===== src/rtl/pmod_cond_pkg.sv =====
// Shared constants and helpers for the PMOD input conditioner.
package pmod_cond_pkg;

  localparam int PMOD_W                = 8;
  localparam int PMOD_DEBOUNCE_DEFAULT = 12000;

  // Counter width able to hold the value n.
  function automatic int cnt_width(input int n);
    return $clog2(n + 1);
  endfunction

endpackage


===== src/rtl/pmod_input_cond_debounce_bit.sv =====
// One PMOD pin: two-flop synchronizer followed by a stability-counter debouncer.
// Raises evt for one cycle on the edge where the debounced level changes.
module debounce_bit
  import pmod_cond_pkg::*;
#(
  parameter int DEBOUNCE_CYCLES = PMOD_DEBOUNCE_DEFAULT
) (
  input  logic clk,
  input  logic rst,
  input  logic pin,
  output logic level,
  output logic evt
);

  localparam int                CNT_W    = cnt_width(DEBOUNCE_CYCLES);
  localparam logic [CNT_W-1:0]  CNT_LAST = CNT_W'(DEBOUNCE_CYCLES - 1);

  logic             ff1_q, ff1_d;
  logic             s_q, s_d;
  logic             stable_q, stable_d;
  logic [CNT_W-1:0] cnt_q, cnt_d;
  logic             evt_s;

  // The count only advances while the synchronized sample disagrees; it never passes CNT_LAST.
  always_comb begin
    ff1_d    = pin;
    s_d      = ff1_q;
    stable_d = stable_q;
    cnt_d    = cnt_q;
    evt_s    = 1'b0;
    if (s_q == stable_q) begin
      cnt_d = '0;
    end else if (cnt_q == CNT_LAST) begin
      stable_d = s_q;
      cnt_d    = '0;
      evt_s    = 1'b1;
    end else begin
      cnt_d = cnt_q + CNT_W'(1);
    end
  end

  always_ff @(posedge clk) begin
    if (rst) begin
      ff1_q    <= 1'b0;
      s_q      <= 1'b0;
      stable_q <= 1'b0;
      cnt_q    <= '0;
    end else begin
      ff1_q    <= ff1_d;
      s_q      <= s_d;
      stable_q <= stable_d;
      cnt_q    <= cnt_d;
    end
  end

  assign level = stable_q;
  assign evt   = evt_s & ~rst;

endmodule


===== src/rtl/pmod_input_cond.sv =====
// Debounced PMOD input byte for the I2C read-only registers.
// Define PMOD_COND_CHG_EN to add sticky per-bit change flags with a masked clear.
module pmod_input_cond
  import pmod_cond_pkg::*;
#(
  parameter int WIDTH           = PMOD_W,
  parameter int DEBOUNCE_CYCLES = PMOD_DEBOUNCE_DEFAULT
) (
  input  logic             clk,
  input  logic             rst,
  input  logic [WIDTH-1:0] pmod_in,
  output logic [WIDTH-1:0] pmod_out
`ifdef PMOD_COND_CHG_EN
  ,
  input  logic             clr_stb,
  input  logic [WIDTH-1:0] clr_mask,
  output logic [WIDTH-1:0] pmod_chg,
  output logic             chg_any
`endif
);

  logic [WIDTH-1:0] level_s;
  logic [WIDTH-1:0] evt_s;

  for (genvar i = 0; i < WIDTH; i++) begin : g_bit
    debounce_bit #(
      .DEBOUNCE_CYCLES(DEBOUNCE_CYCLES)
    ) u_debounce_bit (
      .clk   (clk),
      .rst   (rst),
      .pin   (pmod_in[i]),
      .level (level_s[i]),
      .evt   (evt_s[i])
    );
  end

  assign pmod_out = level_s;

`ifdef PMOD_COND_CHG_EN
  logic [WIDTH-1:0] chg_q, chg_d;

  // A new event beats a coincident clear so no transition is lost.
  always_comb begin
    chg_d = evt_s | (chg_q & ~(clr_mask & {WIDTH{clr_stb}}));
  end

  always_ff @(posedge clk) begin
    if (rst) begin
      chg_q <= '0;
    end else begin
      chg_q <= chg_d;
    end
  end

  assign pmod_chg = chg_q;
  assign chg_any  = |chg_q;
`else
  logic unused_evt_s;
  assign unused_evt_s = ^evt_s;
`endif

endmodule


===== config.mk =====
export PLATFORM = sky130hd
export DESIGN_NAME = pmod_input_cond
export DESIGN_NICKNAME = d
export VERILOG_FILES = /design/src/rtl/pmod_cond_pkg.sv /design/src/rtl/pmod_input_cond_debounce_bit.sv /design/src/rtl/pmod_input_cond.sv
export SDC_FILE = /design/constraint.sdc
export NUM_CORES = 1
export LEC_CHECK = 0
export ABC_AREA = 0
export BUFFER_PORTS_ARGS = -buffer_cell sky130_fd_sc_hd__buf_2
export CAP_MARGIN = 15
export CORE_MARGIN = 3
export CORE_UTILIZATION = 49
export DETAILED_ROUTE_END_ITERATION = 10
export PLACE_DENSITY = 0.71
export RECOVER_POWER = 50
export SETUP_SLACK_MARGIN = 0.5
export SYNTH_ARGS = -nofsm -noshare
export SYNTH_HDL_FRONTEND = slang
export SYNTH_SLANG_ARGS = --single-unit

===== constraint.sdc =====
create_clock -name clk -period 4.1 [get_ports clk]
set_clock_uncertainty 0.2 [all_clocks]
set_input_delay 0.615 -clock clk [delete_from_list [all_inputs] [get_ports clk]]
set_output_delay 0.615 -clock clk [all_outputs]
set_load 0.1 [all_outputs]

### Yosys cells after proc, flatten, opt, wreduce, memory -nomap -nowiden

Cells that the tools add are included.

* $add $sub $neg: 8
* eq/ne operators: 16
* bitwise gates (word level): 8
* reductions and logical operators: 16

Operator list (count)
* $add A14 B1 Y14 const B: 8
* $eq A14 B14 Y1 const B: 8
* $reduce_or A3 Y1: 8
* $reduce_and A2 Y1: 8
* $eq A1 B1 Y1: 8
* $not A1 Y1: 8

* register bits after elaboration: 136

### Depth between registers and ports, before layout

Gate-level depths: netlist of the first run.

* depth after elaboration: 3
* gate-level depth with buffers: 7
* mapped depth without buffers: 5

### By module

Synthesis of the first run repeated with hierarchy kept, for this count alone.

* cells, all modules: 616
* area, all modules: 5895.7 um2

Modules (own cells, without submodules)
* debounce_bit: times used 8, cells an instance 77, area an instance 737.0 um2

### Worst setup path after synthesis of the first run

No wires, ideal clock.

* path kind: register -> register
* from: register g_bit[7].u_debounce_bit.cnt_q[0]
* to: register g_bit[7].u_debounce_bit.cnt_q[5]
* setup time: 64 ps
* arrival time: 1643 ps
* data required time: 3836 ps
* path slack: 2193 ps
* cell stages (with the launch flop): 8
* buffers on the path: 2
* period minus slack after synthesis: 1907 ps
* cells stage by stage: dfxtp_1 ha_1 and4_1 and4b_1 or3_1 clkbuf_1 buf_2 nor2_1

* longest elaborated chain between the ends: 2
* elaborated cells between the ends (all ways): 3

Ends and longest elaborated chain
* start: declaration: RTL line pmod_input_cond_debounce_bit.sv:21 `logic [CNT_W-1:0] cnt_q, cnt_d;`
* start signal: assignment: RTL line pmod_input_cond_debounce_bit.sv:52 `cnt_q <= cnt_d;`
* parallel branches: the longest is 2 deep, another holds $add A14 B1 Y14

Several ways; the timed one is not identified.
A chain may end at the register's enable or synchronous reset.

### Worst setup path in the final report of the first run

* from: register g_bit[1].u_debounce_bit.stable_q
* to: output port pmod_out[1]

RTL lines
* start: declaration: RTL line pmod_input_cond_debounce_bit.sv:20 `logic stable_q, stable_d;`
* start signal: assignment: RTL line pmod_input_cond_debounce_bit.sv:51 `stable_q <= stable_d;`
* end: declaration: RTL line pmod_input_cond.sv:12 `output logic [WIDTH-1:0] pmod_out`

No word-level cell between the ends.

==> results of run 1 <==
==> cell usage after synthesis (all sizes together) <==
cell and instances:
a21oi 2, and2 2, and3 11, and4 12, and4b 1, buf 18, clkbuf 10, dfxtp 136
ha 8, inv 15, mux2i 8, nand2 25, nand2b 4, nand3 40, nand3b 1, nand4 34
nand4bb 1, nor2 123, nor2b 16, nor3 16, nor3b 1, nor4 15, nor4b 3, o21ai 2
or2 2, or3 7, or3b 1, or4 2, or4b 4, xnor2 48, xor2 54
==> logic make-up (layout without fill, tap and decap cells) <==
kind of cell    Yosys count  count (layout)  synth area share, %
compound gates            4               4                0.349
xor+xnor                102             102                 15.6
fa+ha+maj                 8               8                 1.75
buf+inv                  43              64                 4.19
flops                   136             136                 47.5
mux                       8               8                 1.40
simple gates            321             321                 29.2
==> per-stage QoR <==
step	hold WS [ns]	worst slack, ns	instance area (sq um)	power [mW]
detailed placement	0.229	1.95	5810	1.40
global route	0.209	1.47	6380	3.02
finish	0.219	1.58	6380	2.92
floorplan	0.213	2.19	5730	1.39
CTS	0.202	1.98	6420	2.96
global placement	0.218	2.04	5810	1.39
==> routing by layer <==
metal | routed length (um) | up-vias
li1 | - | 2114
met1 | 4630 | 1912
met2 | 4500 | 63
met3 | 426 | 15
met4 | 191 | 0
met5 | 0 | -
==> layout by cell type, fill, tap and decap left out, types with 3 or more instances in the layout <==
cell type / instances
nor4_1: 15
mux2i_1: 8
nor3_1: 16
clkbuf_8: 4
nand2_1: 25
ha_1: 8
clkbuf_16: 17
xnor2_1: 48
bufinv_16: 3
buf_2: 11
inv_1: 15
or4b_1: 3
clkbuf_1: 10
nor2_1: 121
xor2_1: 54
or3_1: 7
nand4_1: 34
and4_1: 12
nor4b_1: 3
and3_1: 11
nand3_1: 40
dfxtp_1: 136
nor2b_1: 16
nand2b_1: 4
==> how the worst min path moves through the flow <==
stage	startpoint	cells after the start	end
global placement	g_bit[5].u_debounce_bit.ff1_q$_SDFF_PP0_	1	g_bit[5].u_debounce_bit.s_q$_SDFF_PP0_
CTS	pmod_in[3]	2	g_bit[3].u_debounce_bit.ff1_q$_SDFF_PP0_
detailed placement	g_bit[7].u_debounce_bit.ff1_q$_SDFF_PP0_	1	g_bit[7].u_debounce_bit.s_q$_SDFF_PP0_
finish	pmod_in[3]	2	g_bit[3].u_debounce_bit.ff1_q$_SDFF_PP0_
floorplan	g_bit[7].u_debounce_bit.cnt_q[0]$_SDFF_PP0_	1	g_bit[7].u_debounce_bit.cnt_q[0]$_SDFF_PP0_
global route	pmod_in[3]	2	g_bit[3].u_debounce_bit.ff1_q$_SDFF_PP0_
==> final cells by class <==
class / instances / area (sq um) / area share (%)
tap: 140 / 175 / 2.75
clock inverter: 7 / 115 / 1.80
timing repair buffer: 17 / 77.6 / 1.22
clock buffer: 25 / 495 / 7.76
inverter: 15 / 56.3 / 0.882
multi-input combinational: 443 / 2740 / 42.9
sequential: 136 / 2720 / 42.7
==> sequential cells by signal (all words and copies together), names as in the netlist <==
| name | count |
|---|---|
| g_bit.u_debounce_bit.cnt_q | 112 |
| g_bit.u_debounce_bit.ff1_q | 8 |
| g_bit.u_debounce_bit.level | 8 |
| g_bit.u_debounce_bit.s_q | 8 |
==> power breakdown <==
part | switching [mW] | total, mW | internal [mW] | leakage, nW
Sequential | 0.00549 | 1.34 | 1.33 | 1.10
Clock | 0.536 | 1.56 | 1.02 | 0.293
Combinational | 0.0184 | 0.0298 | 0.0115 | 0.688
==> impl_metrics.sql, run 1 <==
INSERT INTO impl_metrics (metric_group, metric, value, unit) VALUES
('clocking', 'cts_setup_buffers', '0', ''),
('sta', 'worst_pin_slew', '1.30', 'ns'),
('synth', 'synth.largest_area_cell', 'dfxtp_1', ''),
('synth', 'synthesis.nets', '640', ''),
('floorplan', 'die_outline_area', '13000', 'sq um'),
('floorplan', 'core-area', '11100', 'sq um'),
('setup_path', 'number_of_cells_on_the_critical_path', '1', ''),
('placement', 'io_buffer_count', '17', ''),
('global_routing', 'busiest_layer', 'met2', ''),
('setup_path', 'crit_slowest_cell', 'clkbuf_1', ''),
('clocking', 'total_clock_buffers_created_by_cts', '17', ''),
('global_routing', 'grt_start_max_net_pins', '33', ''),
('setup_path', 'timing.reg2reg.worst_path_depth', '4', ''),
('setup_path', 'crit_family', 'buffers and inverters', ''),
('global_routing', 'globalRouteOverflowTotal', '0', ''),
('clocking', 'tritoncts', 'yes', ''),
('sta', 'final-hold-violation-count', '0', ''),
('routing', 'drc', '0', ''),
('placement', 'place.detailed.instances', '751', ''),
('power', 'cellLeakagePower', '2.08', 'nW'),
('global_routing', 'grt.met2_usage', '24.7', '%'),
('cells_and_area', 'finish.net_count', '648', ''),
('global_routing', 'met3_usage', '6.13', '%'),
('sta', 'final-setup-viol-count', '0', ''),
('synth', 'netlist_instances', '622', ''),
('floorplan', 'placementRows', '38', ''),
('routing', 'vias_per_cell', '5.24', ''),
('setup_path', 'cp_cell_sequence', 'clkbuf_1', ''),
('floorplan', 'initial_core_util', '51.5', '%'),
('clocking', 'clkSinkCount', '136', ''),
('sta', 'timing.final.max_slew_violations', '0', ''),
('clocking', 'htreeDepth', '4', ''),
('routing', 'route.final.wire_length', '9.75', 'mm'),
('sta', 'setup_repair_after_global_routing_missed_its_margin', 'false', ''),
('routing', 'firstDrtPassIters', '4', ''),
('placement', 'gp_routability_congestion', '0.848', ''),
('clocking', 'cts.reportedPaths.clkPinSlew', '0.05', 'ns'),
('synth', 'synthesis.area', '5730', 'sq um'),
('min_path', 'timing.hold.worst.class', 'input port to register', ''),
('clocking', 'clockBufferDepth', '2', ''),
('cells_and_area', 'fin_cells', '783', ''),
('global_routing', 'first_global_vias', '3819', ''),
('global_routing', 'grt_usage', '16.0', '%'),
('routing', 'wl_per_cell', '12.4', 'um'),
('placement', 'post_dp_hpwl', '6.44', 'mm'),
('setup_path', 'required_time_of_the_critical_path', '3.28', 'ns'),
('sta', 'fin_crit_sh', '61.4', '%'),
('run_status', 'run_status', 'finished, final reports clean', ''),
('clocking', 'post_cts_hold_buffer_count', '0', ''),
('synth', 'synth_top_cell_area_share', '47.5', '%'),
('floorplan', 'die_w', '114', 'um'),
('cells_and_area', 'fillerInstances', '974', ''),
('cells_and_area', 'drive_above_1_share', '6.53', '%'),
('setup_path', 'crit_reg_reg_startpoint', 'g_bit[3].u_debounce_bit.cnt_q[12]$_SDFF_PP0_', ''),
('synth', 'synth_warn', '0', ''),
('cells_and_area', 'area_growth_syn_to_layout', '11.4', '%'),
('setup_path', 'cp_max_fo', '3', ''),
('setup_path', 'r2r-end', 'g_bit[3].u_debounce_bit.cnt_q[10]$_SDFF_PP0_', ''),
('sta', 'max-slew-margin-rel', '13.1', '%'),
('cells_and_area', 'n_antenna_cell', '0', ''),
('setup_path', 'worstSetupPathType', 'register to output port', ''),
('power', 'power.density', '458', 'nW/um^2'),
('floorplan', 'num_io_pins', '18', ''),
('sta', 'timing.setup.tns', '0', 'ns'),
('sta', 'fmax', '397', 'MHz'),
('run', 'cap_viol_max_count', '0', ''),
('clocking', 'root_buffer', 'clkbuf_16', ''),
('clocking', 'cts.repair.resized', '0', ''),
('global_routing', 'global_route_wire_length_before_repair', '16.8', 'mm'),
('synth', 'yosys_register_bits', '136', ''),
('power', 'ir_worst_vdd', '557', 'uV');
No activity file was read; power rests on OpenSTA's default activity.
==> inputs of run 2 (changes only) <==
==> constraint.sdc (replaced) <==
create_clock -name clk -period 2.4 [get_ports clk]
set_clock_uncertainty 0.2 [all_clocks]
set_input_delay 0.36 -clock clk [delete_from_list [all_inputs] [get_ports clk]]
set_output_delay 0.36 -clock clk [all_outputs]
set_load 0.1 [all_outputs]
==> run 2 against run 1 <==
Largest cell class unchanged; the run now ends with max-capacitance violations, max-slew violations left; sequential share of layout area shrank 1.9 points; sequential power grew 70%; register-to-register slack lost 1.3 ns; setup slack lost 1.1 ns; non-clock buffer count grew 10.
==> impl_metrics.sql, run 2 (synthesis gave the netlist of run 1 again) <==
INSERT INTO impl_metrics (metric_group, metric, value, unit) VALUES
('cells_and_area', 'largest_register', 'g_bit.u_debounce_bit.cnt_q', ''),
('clocking', 'clkSinkCount', '136', ''),
('floorplan', 'num_io_pins', '18', ''),
('power', 'p_comb_share', '1.3', '%'),
('power', 'fin_total_pwr', '5.28', 'mW'),
('setup_path', 'cpPeakStageDelay', '1.11', 'ns'),
('clocking', 'tritoncts', 'yes', ''),
('min_path', 'timing.hold.worst.class', 'register to register', ''),
('power', 'pwr-share-seq', '43.3', '%'),
('cells_and_area', 'largest_register_ffs', '112', ''),
('sta', 'timing.setup.tns', '0', 'ns'),
('clocking', 'total_clock_buffers_created_by_cts', '17', ''),
('routing', 'firstDrtPassIters', '4', ''),
('setup_path', 'timing.reg2reg.worst_path_depth', '4', ''),
('min_path', 'min-delay-start', 'g_bit[3].u_debounce_bit.ff1_q$_SDFF_PP0_', ''),
('sta', 'final-hold-violation-count', '0', ''),
('cells_and_area', 'mostFrequentLayoutCell', 'dfxtp_1', ''),
('cells_and_area', 'drive_above_1_share', '11.1', '%'),
('global_routing', 'global_route_wire_length_before_repair', '18.1', 'mm'),
('floorplan', 'die_h', '114', 'um'),
('routing', 'drc', '0', ''),
('routing', 'vias', '4183', ''),
('floorplan', 'die_outline_area', '13000', 'sq um'),
('cells_and_area', 'n_antenna_cell', '0', ''),
('sta', 'fin_crit', '1.97', 'ns'),
('placement', 'pre_cts_ws', '0.251', 'ns'),
('placement', 'io_buffer_count', '17', ''),
('min_path', 'hold-path-endpoint', 'g_bit[3].u_debounce_bit.s_q$_SDFF_PP0_', ''),
('sta', 'setup_repair_after_global_routing_missed_its_margin', 'true', ''),
('floorplan', 'initial_core_util', '51.5', '%'),
('cells_and_area', 'post-route-cell-area', '6690', 'sq um'),
('setup_path', 'crit_family', 'buffers and inverters', ''),
('sta', 'timing.final.max_slew_violations', '34', ''),
('routing', 'vias_per_cell', '5.24', ''),
('sta', 'fin_crit_sh', '81.9', '%'),
('setup_path', 'crit_slowest_cell', 'clkbuf_1', ''),
('global_routing', 'grt_usage', '16.9', '%'),
('setup_path', 'critPathArrivalTime', '2.07', 'ns'),
('global_routing', 'globalRouteOverflowTotal', '0', ''),
('sta', 'hold_ws', '0.236', 'ns'),
('routing', 'drt.antenna.violating_nets', '0', ''),
('routing', 'route.final.wire_length', '10.2', 'mm'),
('setup_path', 'regToRegSetupSlack', '0.46', 'ns'),
('routing', 'detailedRoute.firstIterationViolations', '186', ''),
('min_path', 'min_path_cells', '1', ''),
('clocking', 'root_buffer', 'clkbuf_16', ''),
('setup_path', 'launching_element_type_of_the_critical_path', 'input port', ''),
('power', 'power.density', '789', 'nW/um^2'),
('setup_path', 'crit_reg_reg_startpoint', 'g_bit[3].u_debounce_bit.cnt_q[8]$_SDFF_PP0_', ''),
('global_routing', 'grt_antenna_before_repair', '0', ''),
('power', 'clkPwrFrac', '55.4', '%'),
('cells_and_area', 'area_growth_syn_to_layout', '16.8', '%'),
('clocking', 'clkLatencyLatePin', '0.41', 'ns'),
('power', 'net-switching-power', '977', 'uW'),
('sta', 'max-slew-margin-rel', '-5.17', '%'),
('placement', 'post_dp_hpwl', '6.40', 'mm'),
('cells_and_area', 'finish.net_count', '663', ''),
('clocking', 'htreeDepth', '4', ''),
('global_routing', 'first_global_vias', '4142', ''),
('placement', 'gp_routability_congestion', '0.827', ''),
('placement', 'detailed_place.area', '5820', 'sq um'),
('run_status', 'failing_checks', 'max-capacitance violations, max-slew violations', ''),
('power', 'cellLeakagePower', '2.27', 'nW'),
('global_routing', 'grt_start_max_net_pins', '32', ''),
('setup_path', 'critPathCaptureType', 'register', ''),
('power', 'power.internal', '4.30', 'mW'),
('sta', 'final-setup-viol-count', '0', ''),
('run', 'cap_viol_max_count', '1', ''),
('clocking', 'cts.reportedPaths.clkPinSlew', '0.06', 'ns'),
('power', 'switching_share', '18.5', '%'),
('floorplan', 'core-area', '11100', 'sq um'),
('setup_path', 'cp_max_fo', '33', ''),
('setup_path', 'required_time_of_the_critical_path', '2.50', 'ns'),
('clocking', 'clockBufferDepth', '2', ''),
('floorplan', 'placementRows', '38', ''),
('setup_path', 'r2r-end', 'g_bit[3].u_debounce_bit.level$_SDFFE_PP0P_', ''),
('routing', 'wl_per_cell', '12.7', 'um'),
('sta', 'fmax', '509', 'MHz'),
('floorplan', 'die_w', '114', 'um'),
('power', 'ir_worst_vdd', '727', 'uV'),
('setup_path', 'worstSetupPathType', 'input port to register', ''),
('cells_and_area', 'mostFrequentLayoutCells', '131 x dfxtp_1, 122 x nor2_1, 54 x xor2_1', ''),
('sta', 'worst_pin_slew', '1.58', 'ns'),
('run_status', 'run_status', 'finished with violations', ''),
('sta', 'setup_ws', '0.434', 'ns'),
('setup_path', 'critical_path.n_buffers_inverters', '1', ''),
('setup_path', 'cp_cell_sequence', 'clkbuf_1 -> nand2b_1 -> or2_4 -> nor2_1', '');
run 2: cell types whose count changed in the layout (fill, tap and decap cells not counted), sizes merged, moves of 2 or more:
cell         before  now
buf              11    9
dlygate4sd3       0    8
clkbuf           31   33
inv              15   17
or3               7   10
bufinv            3    5
run 2: routing by layer:
metal	GRT usage, %	wire, um	up-vias
li1	-	-	2161
met1	20.6	4740	1960
met2	28.2	4980	48
met3	4.28	298	14
met4	7.28	147	0
met5	0	0	-
run 2: worst max path at each step:
stage / cells past startpoint / to / startpoint
floorplan: 6 / g_bit[2].u_debounce_bit.cnt_q[13]$_SDFF_PP0_ / g_bit[2].u_debounce_bit.cnt_q[5]$_SDFF_PP0_
global placement: 4 / g_bit[2].u_debounce_bit.cnt_q[2]$_SDFF_PP0_ / g_bit[2].u_debounce_bit.cnt_q[5]$_SDFF_PP0_
detailed placement: 4 / g_bit[2].u_debounce_bit.cnt_q[8]$_SDFF_PP0_ / g_bit[2].u_debounce_bit.cnt_q[5]$_SDFF_PP0_
CTS: 4 / g_bit[2].u_debounce_bit.level$_SDFFE_PP0P_ / g_bit[2].u_debounce_bit.cnt_q[5]$_SDFF_PP0_
global route: 5 / g_bit[5].u_debounce_bit.cnt_q[12]$_SDFF_PP0_ / g_bit[5].u_debounce_bit.cnt_q[0]$_SDFF_PP0_
finish: 4 / g_bit[0].u_debounce_bit.cnt_q[6]$_SDFF_PP0_ / rst
run 2: power by group through the flow:
stage	Combinational [mW]	Sequential, mW	Clock [mW]
after floorplan	0.0429	2.33	0
after global placement	0.0510	2.33	0
after detailed placement	0.0529	2.33	0
after CTS	0.0678	2.28	2.98
after global routing	0.0770	2.29	3.07
final	0.0681	2.28	2.92
run 2: metrics by stage:
step           utilization (%)  instances
3_3_place_gp              52.3        752
2_1_floorplan                -        622
3_5_place_dp              52.3        752
5_1_grt                   60.2        798
4_1_cts                   59.7        793
6_report                  60.2        798
run 2: repair_timing:
action / CTS / global route
hold endpoints to repair: 8 / 0
gates cloned: 1 / 4
pin swaps: 1 / 9
resized for setup: 12 / 19
buffers inserted: 0 / 1
hold buffers: 8 / 0
setup endpoints to repair: 108 / 108
run 2: layout make-up:
class                   count  area [sq um]
clock inverters             9           184
clock buffers              23           498
fillers                   974          4430
flip-flops and latches    136          2730
inverters                  15          56.3
multi-input cells         448          2880
repair buffers             27           175
well taps                 140           175
==> inputs of run 3 (changes only) <==
--- a/config.mk
+++ b/config.mk
@@ -5,7 +5,7 @@
 export SDC_FILE = /design/constraint.sdc
 export NUM_CORES = 1
 export LEC_CHECK = 0
-export ABC_AREA = 0
+export ABC_AREA = 1
 export BUFFER_PORTS_ARGS = -buffer_cell sky130_fd_sc_hd__buf_2
 export CAP_MARGIN = 15
 export CORE_MARGIN = 3
==> constraint.sdc (replaced) <==
create_clock -name clk -period 2 [get_ports clk]
set_clock_uncertainty 0.2 [all_clocks]
set_input_delay 0.3 -clock clk [delete_from_list [all_inputs] [get_ports clk]]
set_output_delay 0.3 -clock clk [all_outputs]
set_load 0.1 [all_outputs]
==> run 3 against run 2 <==
The flow now finishes without violations; synthesized cell count up 48%; die area up 12%; sequential power up 20%; hold slack worse by 0.21 ns; clock-buffer cell count up 1; register-to-register slack worse by 0.07 ns; first-iteration DRC count up 64%; flip-flop and latch count unchanged; via count up 32%; clock power down 8.2%; cell count up 43%; critical path depth up 1; largest cell class unchanged; largest power group is now registers; highest routed layer unchanged.
==> impl_metrics.sql, run 3 <==
INSERT INTO impl_metrics (metric_group, metric, value, unit) VALUES
('run_status', 'run_status', 'finished, final reports clean', ''),
('sta', 'final-hold-violation-count', '0', ''),
('cells_and_area', 'largest_register_ffs', '112', ''),
('routing', 'detailedRoute.firstIterationViolations', '305', ''),
('routing', 'drt.antenna.violating_nets', '0', ''),
('routing', 'firstDrtPassIters', '4', ''),
('synth', 'synthDistinctLibCells', '29', ''),
('clocking', 'root_buffer', 'clkbuf_16', ''),
('clocking', 'cts.reportedPaths.clkPinSlew', '0.05', 'ns'),
('power', 'pwr-share-seq', '49.5', '%'),
('cells_and_area', 'multiInputGateArea', '3520', 'sq um'),
('global_routing', 'globalRouteOverflowTotal', '0', ''),
('placement', 'io_buffer_count', '17', ''),
('power', 'cellLeakagePower', '2.65', 'nW'),
('synth', 'synth_warn', '0', ''),
('power', 'power.internal', '4.38', 'mW'),
('synth', 'synth_ff_type', 'dfxtp_1', ''),
('setup_path', 'critPathCaptureType', 'register', ''),
('floorplan', 'core-area', '12800', 'sq um'),
('synth', 'asyncSetResetFlopFracSynth', '0', '%'),
('cells_and_area', 'drive_above_1_share', '16.5', '%'),
('clocking', 'clockBufferDepth', '2', ''),
('global_routing', 'grt_antenna_before_repair', '0', ''),
('global_routing', 'grt_start_max_net_pins', '17', ''),
('routing', 'vias', '5511', ''),
('floorplan', 'die_h', '121', 'um'),
('setup_path', 'launching_element_type_of_the_critical_path', 'input port', ''),
('floorplan', 'num_io_pins', '18', ''),
('clocking', 'htreeDepth', '4', ''),
('sta', 'worst_pin_slew', '0.772', 'ns'),
('cells_and_area', 'post-route-cell-area', '7780', 'sq um'),
('global_routing', 'global_route_wire_length_before_repair', '21.8', 'mm'),
('sta', 'fmax', '592', 'MHz'),
('cells_and_area', 'mostFrequentLayoutCell', 'nand2_1', ''),
('floorplan', 'initial_core_util', '50.7', '%'),
('routing', 'vias_per_cell', '4.83', ''),
('clocking', 'clkSinkCount', '136', ''),
('power', 'fin_total_pwr', '5.52', 'mW'),
('setup_path', 'cpPeakStageDelay', '0.62', 'ns'),
('power', 'p_comb_share', '1.9', '%'),
('sta', 'timing.final.max_slew_violations', '0', ''),
('cells_and_area', 'final_core_util', '60.9', '%'),
('placement', 'place.detailed.instances', '1090', ''),
('routing', 'drc', '0', ''),
('synth', 'synth_top_cell_area_share', '42.0', '%'),
('run', 'cap_viol_max_count', '0', ''),
('setup_path', 'cp_max_fo', '16', ''),
('placement', 'post_dp_hpwl', '7.96', 'mm'),
('power', 'net-switching-power', '1.14', 'mW'),
('synth', 'synth_edf_count', '0', ''),
('power', 'ir_worst_vdd', '685', 'uV'),
('synth', 'synthesis.nets', '938', ''),
('synth', 'synth_sequential_area_ratio', '42.0', '%'),
('setup_path', 'critPathArrivalTime', '1.78', 'ns'),
('power', 'power.density', '709', 'nW/um^2'),
('cells_and_area', 'largest_register', 'g_bit.u_debounce_bit.cnt_q', ''),
('placement', 'detailed_place.area', '6610', 'sq um'),
('routing', 'route.final.wire_length', '12.7', 'mm'),
('global_routing', 'first_global_vias', '4944', ''),
('sta', 'max-slew-margin-rel', '48.5', '%'),
('synth', 'syn_area_per_cell', '7.04', 'sq um'),
('sta', 'final-setup-viol-count', '0', ''),
('clocking', 'tritoncts', 'yes', ''),
('synth', 'synth.largest_area_cell', 'dfxtp_1', ''),
('cells_and_area', 'fin_cells', '1142', ''),
('floorplan', 'die_outline_area', '14600', 'sq um'),
('routing', 'wl_per_cell', '11.1', 'um'),
('clocking', 'total_clock_buffers_created_by_cts', '17', ''),
('cells_and_area', 'mostFrequentLayoutCells', '202 x nand2_1, 170 x nor2_1, 112 x dfxtp_1', ''),
('placement', 'gp_routability_congestion', '0.808', ''),
('power', 'switching_share', '20.7', '%'),
('global_routing', 'grt_usage', '18.3', '%'),
('clocking', 'clkLatencyLatePin', '0.42', 'ns'),
('cells_and_area', 'fillerInstances', '1143', ''),
('setup_path', 'worstSetupPathType', 'input port to register', ''),
('setup_path', 'required_time_of_the_critical_path', '2.09', 'ns'),
('floorplan', 'placementRows', '41', ''),
('setup_path', 'crit_slowest_cell', 'clkbuf_1', ''),
('cells_and_area', 'area_growth_syn_to_layout', '20.2', '%'),
('synth', 'synth_top_cells_by_area', 'dfxtp_1 42%, nand2_1 12%, nor2_1 10%', ''),
('cells_and_area', 'area.sequential', '2770', 'sq um'),
('sta', 'fin_crit_sh', '84.5', '%'),
('sta', 'setup_repair_after_global_routing_missed_its_margin', 'true', ''),
('floorplan', 'die_w', '121', 'um'),
('min_path', 'timing.hold.worst.class', 'input port to register', ''),
('setup_path', 'worst_path_most_repeated_cell', 'nor2_1', ''),
('synth', 'yosys-top-cells-count', '210 x nand2_1, 181 x nor2_1, 136 x dfxtp_1', ''),
('sta', 'fin_crit', '1.69', 'ns'),
('synth', 'netlist_instances', '920', ''),
('cells_and_area', 'finish.net_count', '978', ''),
('power', 'clkPwrFrac', '48.6', '%'),
('synth', 'synthesis.area', '6470', 'sq um'),
('sta', 'timing.setup.tns', '0', 'ns'),
('cells_and_area', 'n_antenna_cell', '0', ''),
('setup_path', 'cp_cell_sequence', 'buf_2 -> clkbuf_1 -> nor2_1 -> nand2_1 -> nor2_1', ''),
('synth', 'yosys_register_bits', '136', ''),
('synth', 'synth_most_common_cell', 'nand2_1', '');
-- run 3: cell type report --
cell class,count,share of cell area (%)
inverters,118,5.72
repair buffers,32,4.29
well taps,172,2.77
multi-input cells,655,45.2
clock inverters,5,0.322
flip-flops and latches,136,35.6
clock buffers,24,6.06
-- run 3: kinds of logic (layout without fill, tap and decap cells) --
| family | after synthesis | after routing | synth area share [%] |
|---|---|---|---|
| XOR/XNOR | 46 | 46 | 6.22 |
| AND/OR/NAND/NOR | 546 | 555 | 36.9 |
| AO/OA/AOI/OAI | 46 | 46 | 3.71 |
| flip-flops | 136 | 136 | 42.0 |
| buffers and inverters | 138 | 179 | 9.58 |
| adder cells (fa/ha/maj) | 8 | 8 | 1.55 |
-- run 3: path summary, 6_finish.rpt --
check,from,end,slack (ns),cells after the start
setup reg to reg,g_bit[5].u_debounce_bit.cnt_q[9]$_SDFF_PP0_,g_bit[5].u_debounce_bit.cnt_q[13]$_SDFF_PP0_,0.39,5
setup / recovery,rst,g_bit[4].u_debounce_bit.cnt_q[8]$_SDFF_PP0_,0.31,5
hold reg to reg,g_bit[5].u_debounce_bit.ff1_q$_SDFF_PP0_,g_bit[5].u_debounce_bit.s_q$_SDFF_PP0_,0.20,2
hold / removal,rst,g_bit[5].u_debounce_bit.ff1_q$_SDFF_PP0_,0.03,2
-- run 3: stage by stage --
stage | setup slack, ns | hold WS [ns]
floorplan | 0.516 | 0.188
CTS | 0.431 | 0.00780
finish | 0.310 | 0.0297
global route | 0.225 | 0.0297
detailed placement | 0.309 | 0.195
global placement | 0.327 | 0.191
-- run 3: per-layer routing --
layer / vias up / global-route usage (%) / wire [um]
li1: 2950 / - / -
met1: 2452 / 23.4 / 6090
met2: 91 / 29.1 / 5930
met3: 18 / 4.66 / 484
met4: 0 / 7.93 / 192
met5: - / 0 / 0
-- run 3: critical path, delay by kind of cell --
kind          cells  cell delay, ns
buf+inv           2            0.86
simple gates      3            0.60
-- run 3: power groups by stage --
stage,combinational (mW),clock (mW),sequential [mW]
finish,0.104,2.68,2.73
detailed placement,0.0796,0,2.80
global placement,0.0795,0,2.80
floorplan,0.0623,0,2.80
CTS,0.102,2.74,2.74
global route,0.118,2.87,2.73
-- run 3: repair_timing --
| action | 4_1_cts | 5_1_grt |
|---|---|---|
| setup endpoints to repair | 114 | 121 |
| buffers inserted | 2 | 4 |
| resized for setup | 81 | 71 |
| cloned | 8 | 1 |
| hold buffers | 8 | 0 |
| pin swaps | 10 | 14 |
| endpoints found under the hold margin | 8 | 0 |
